<file path="src/rtl/sync_fifo_ctrl.sv">
// sync_fifo_ctrl: single-clock first-word-fall-through FIFO controller for an external dpram.
// Define SYNC_FIFO_WATERMARK_EN to add the peak_count/clear_peak occupancy watermark.
module sync_fifo_ctrl #(
   parameter int DATA_WIDTH         = 8,
   parameter int ADDRESS_WIDTH      = 8,
   parameter int ALMOST_FULL_LEVEL  = (1 << ADDRESS_WIDTH) - 2,
   parameter int ALMOST_EMPTY_LEVEL = 2
) (
   input  logic                     clock,
   input  logic                     reset_n,
   input  logic                     flush,
   input  logic                     in_valid,
   output logic                     in_ready,
   input  logic [DATA_WIDTH-1:0]    in_data,
   output logic                     out_valid,
   input  logic                     out_ready,
   output logic [DATA_WIDTH-1:0]    out_data,
   output logic [ADDRESS_WIDTH:0]   count,
   output logic                     almost_full,
   output logic                     almost_empty,
   output logic [ADDRESS_WIDTH-1:0] mem_write_address,
   output logic [DATA_WIDTH-1:0]    mem_write_data,
   output logic                     mem_write_enable,
   output logic [ADDRESS_WIDTH-1:0] mem_read_address,
`ifdef SYNC_FIFO_WATERMARK_EN
   output logic [ADDRESS_WIDTH:0]   peak_count,
   input  logic                     clear_peak,
`endif
   input  logic [DATA_WIDTH-1:0]    mem_read_data
);

   localparam int PW = ADDRESS_WIDTH + 1;
   localparam logic [PW-1:0] AF_LVL = PW'(ALMOST_FULL_LEVEL);
   localparam logic [PW-1:0] AE_LVL = PW'(ALMOST_EMPTY_LEVEL);

   logic [PW-1:0] wr_ptr_q, wr_ptr_d;
   logic [PW-1:0] rd_ptr_q, rd_ptr_d;
   logic          full, empty, push, pop;

   // Handshake flags come only from registered pointers, never from in_valid/out_ready.
   always_comb begin
      empty = (wr_ptr_q == rd_ptr_q);
      full  = (wr_ptr_q[ADDRESS_WIDTH] != rd_ptr_q[ADDRESS_WIDTH]) &&
              (wr_ptr_q[ADDRESS_WIDTH-1:0] == rd_ptr_q[ADDRESS_WIDTH-1:0]);
      in_ready  = !full;
      out_valid = !empty;
      push = in_valid && !full && !flush;
      pop  = out_ready && !empty && !flush;
      count = wr_ptr_q - rd_ptr_q;
      almost_full  = (count >= AF_LVL);
      almost_empty = (count <= AE_LVL);
   end

   always_comb begin
      mem_write_enable  = push;
      mem_write_address = wr_ptr_q[ADDRESS_WIDTH-1:0];
      mem_write_data    = in_data;
      mem_read_address  = rd_ptr_q[ADDRESS_WIDTH-1:0];
      out_data          = mem_read_data;
   end

   always_comb begin
      wr_ptr_d = wr_ptr_q + PW'(push);
      rd_ptr_d = rd_ptr_q + PW'(pop);
      if (flush) begin
         wr_ptr_d = '0;
         rd_ptr_d = '0;
      end
   end

   always_ff @(posedge clock or negedge reset_n) begin
      if (!reset_n) begin
         wr_ptr_q <= '0;
         rd_ptr_q <= '0;
      end else begin
         wr_ptr_q <= wr_ptr_d;
         rd_ptr_q <= rd_ptr_d;
      end
   end

`ifdef SYNC_FIFO_WATERMARK_EN
   logic [PW-1:0] peak_q, peak_d;

   always_comb begin
      peak_d = peak_q;
      if (clear_peak) begin
         peak_d = count;
      end else if (count > peak_q) begin
         peak_d = count;
      end
   end

   always_ff @(posedge clock or negedge reset_n) begin
      if (!reset_n) begin
         peak_q <= '0;
      end else begin
         peak_q <= peak_d;
      end
   end

   assign peak_count = peak_q;
`endif

endmodule

</file>
<file path="config.mk">
export PLATFORM = sky130hd
export DESIGN_NAME = sync_fifo_ctrl
export DESIGN_NICKNAME = d
export VERILOG_FILES = /design/src/rtl/sync_fifo_ctrl.sv
export SDC_FILE = /design/constraint.sdc
export NUM_CORES = 1
export LEC_CHECK = 0
export ABC_AREA = 1
export BUFFER_PORTS_ARGS = -buffer_cell sky130_fd_sc_hd__buf_2
export CAP_MARGIN = 20
export CORE_MARGIN = 4
export CORE_UTILIZATION = 53
export DETAILED_ROUTE_END_ITERATION = 8
export GPL_ROUTABILITY_DRIVEN = 0
export PLACE_DENSITY = 0.86
export REMOVE_ABC_BUFFERS = 1
export SYNTH_ARGS = -nofsm -noshare
export SYNTH_HDL_FRONTEND = slang
export SYNTH_SLANG_ARGS = --single-unit
</file>
<file path="constraint.sdc">
create_clock -name clock -period 5.2 [get_ports clock]
set_clock_uncertainty 0.1 [all_clocks]
set_input_delay 0.78 -clock clock [delete_from_list [all_inputs] [get_ports clock]]
set_output_delay 0.78 -clock clock [all_outputs]
set_load 0.01 [all_outputs]
</file>
==> impl_metrics.toml <==
[layout]
area_delta_synth_final_pct = 0.0747
drive_gt1_frac = 0.206
nets = 282
n_antenna_cell = 0
mostFrequentLayoutCell = "inv_1"
final_util = 0.554
layout_common_cells = "46 x inv_1, 45 x nand2_1, 34 x buf_2, 23 x nor2_1, 19 x nand3_1"

[sta]
setup_viol = 0
post-route-min-period_ps = 3060
finalCritPeriodShare = 0.588
hold_viol_final = 0
relSlewSlack = 0.729
drv_slew = 0
fmax_mhz = 327
rsz0062_at_grt = "no"
worstMarginPinSlew_ps = 406
hold_ws_ps = 304
fin_tns_setup_ps = 0

[worst_setup_path]
cp.required_ps = 4320
endpoint_kind = "output port"
worstSetupStartpointType = "register"
r2r_slack_ps = 2440
path_max_fanout = 3
worstSetupPathType = "register to output port"
arrival_ps = 2180

[drt]
ant_nets = 0
num_vias = 1418
drtIter0Drc = 35
wl_per_cell_microns = 12.1
firstDrtPassIters = 4
wirelength_mm = 3.51
route.detailed.drc = 0
via_per_inst = 4.87

[grt]
grt_usage = 0.183
grt_overflow = 0
grt_busiest_layer = "met2"
grt.met3_usage = 0.0545
grt.met2_usage = 0.276
grt_start_max_net_pins = 19
antenna_found_initial = 0
grt_pass1_vias = 1298
grt_pass1_wl_mm = 6.02
use_met1 = 0.249

[synth]
synth_area_sq_um = 1680
yosysUniqueCellTypes = 27
ys_warn_count = 0
async_flop_share = 1.00
ys_ff_latch = 18
ys_seq_area_frac = 0.269
avgSynthCellArea_sq_um = 6.87
synth_flop_cell = "dfrtp_1"
synth_edf_count = 0
synth_cells = 244

[cts]
clockRootBuffer = "clkbuf_4"
cts_hold_buf = 0
clk_pin_slew_worst_paths_ps = 100
cts_tree = "done"
htreeDepth = 1
clk_latency_ps = 290
numCtsBuffers = 3
cts_buffer_depth = 2
clock-sinks = 18
post_cts_buffers = 0
cts_resized = 0

[pwr]
ir_drop_uv = 120
p_per_area_nw_per_um2 = 177
leakage_nw = 1.05

[die]
dieArea_sq_um = 4130
pin_count = 67
core-area_sq_um = 3030
num_rows = 20
die_y_microns = 64.2
start_util = 0.554
die_w_microns = 64.2

[min_path]
hold_path_class = "primary input to asynchronous set/reset pin"

[run]
drv_cap = 0

[outcome]
status = "finished clean"

[place]
io_buffers = 34
dp.final_hpwl_mm = 2.93
power breakdown:
part	leakage (nW)	internal, mW	switching (mW)	total (mW)
combinational	0.781	0.0266	0.0423	0.0689
clock	0.0210	0.0426	0.0423	0.0849
sequential	0.251	0.141	0.00160	0.143
total	1.05	0.211	0.0862	0.297
logic make-up (layout without fill, tap and decap cells):
group                    after synthesis  in the layout  synth area share
flip-flops                            18             18             0.269
AND/OR/NAND/NOR                      105            105             0.286
AO/OA/AOI/OAI                         23             23            0.0709
buffers and inverters                 83             86             0.263
adder cells (fa/ha/maj)               13             13             0.101
XOR/XNOR                               2              2            0.0104
final timing paths:
kind	start	end	cells after the start
setup / recovery	wr_ptr_q[0]	almost_empty	12
max in group asynchronous	reset_n	rd_ptr_q[0]	1
hold / removal	reset_n	wr_ptr_q[6]	1
min in group clock	wr_ptr_q[8]	wr_ptr_q[8]	3
hold reg to reg	wr_ptr_q[8]	wr_ptr_q[8]	3
setup reg to reg	rd_ptr_q[2]	wr_ptr_q[8]	20
cells in the mapped netlist, types with 2 or more instances:
library cell / count / area, sq um
nor2_1: 23 / 86.3
a21oi_1: 13 / 65.1
buf_4: 32 / 240
nand2_2: 3 / 18.8
o21ai_1: 2 / 10.0
inv_2: 2 / 7.51
o21ai_0: 7 / 35.0
dfrtp_1: 18 / 450
nand3_1: 19 / 95.1
nor3_1: 6 / 30.0
inv_1: 46 / 173
ha_1: 12 / 150
nand3_2: 3 / 30.0
nand2_1: 45 / 169
per-layer routing:
| layer | vias up | share of wire |
|---|---|---|
| met1 | 630 | 0.46 |
| met5 | - | 0 |
| li1 | 728 | - |
| met4 | 0 | 0.010 |
| met2 | 56 | 0.46 |
| met3 | 4 | 0.077 |
worst max-delay path, cell delays in order, from the launching register on:
cell and delay (ps):
dfrtp_1 400, inv_1 60, ha_1 130, inv_1 60
fa_1 420, nand2_1 140, nand2_4 70, nand3_2 90
nand3_1 70, nand2_1 120, nand3_1 90, nor2_2 100
buf_2 120
registers in the layout, indices dropped and copies added, names as in the netlist:
register,cells
rd_ptr_q,9
wr_ptr_q,9
layout make-up:
type                            count  area, sq um
Tap cell                           44         55.1
Fill cell                         338         1350
Clock buffer                        4         36.3
Sequential cell                    18          450
Multi-Input combinational cell    143          786
Inverter                           48          180
Timing Repair Buffer               34          170
stage by stage:
stage	instances	worst slack (ps)	cell area, sq um	power [mW]
after floorplan	209	2580	1420	0.190
final	291	2140	1680	0.297
after global placement	287	2500	1640	0.214
after detailed placement	287	2430	1640	0.216
after global routing	291	1980	1680	0.316
after CTS	291	2120	1680	0.300
(Power assumes the default switching activity.)
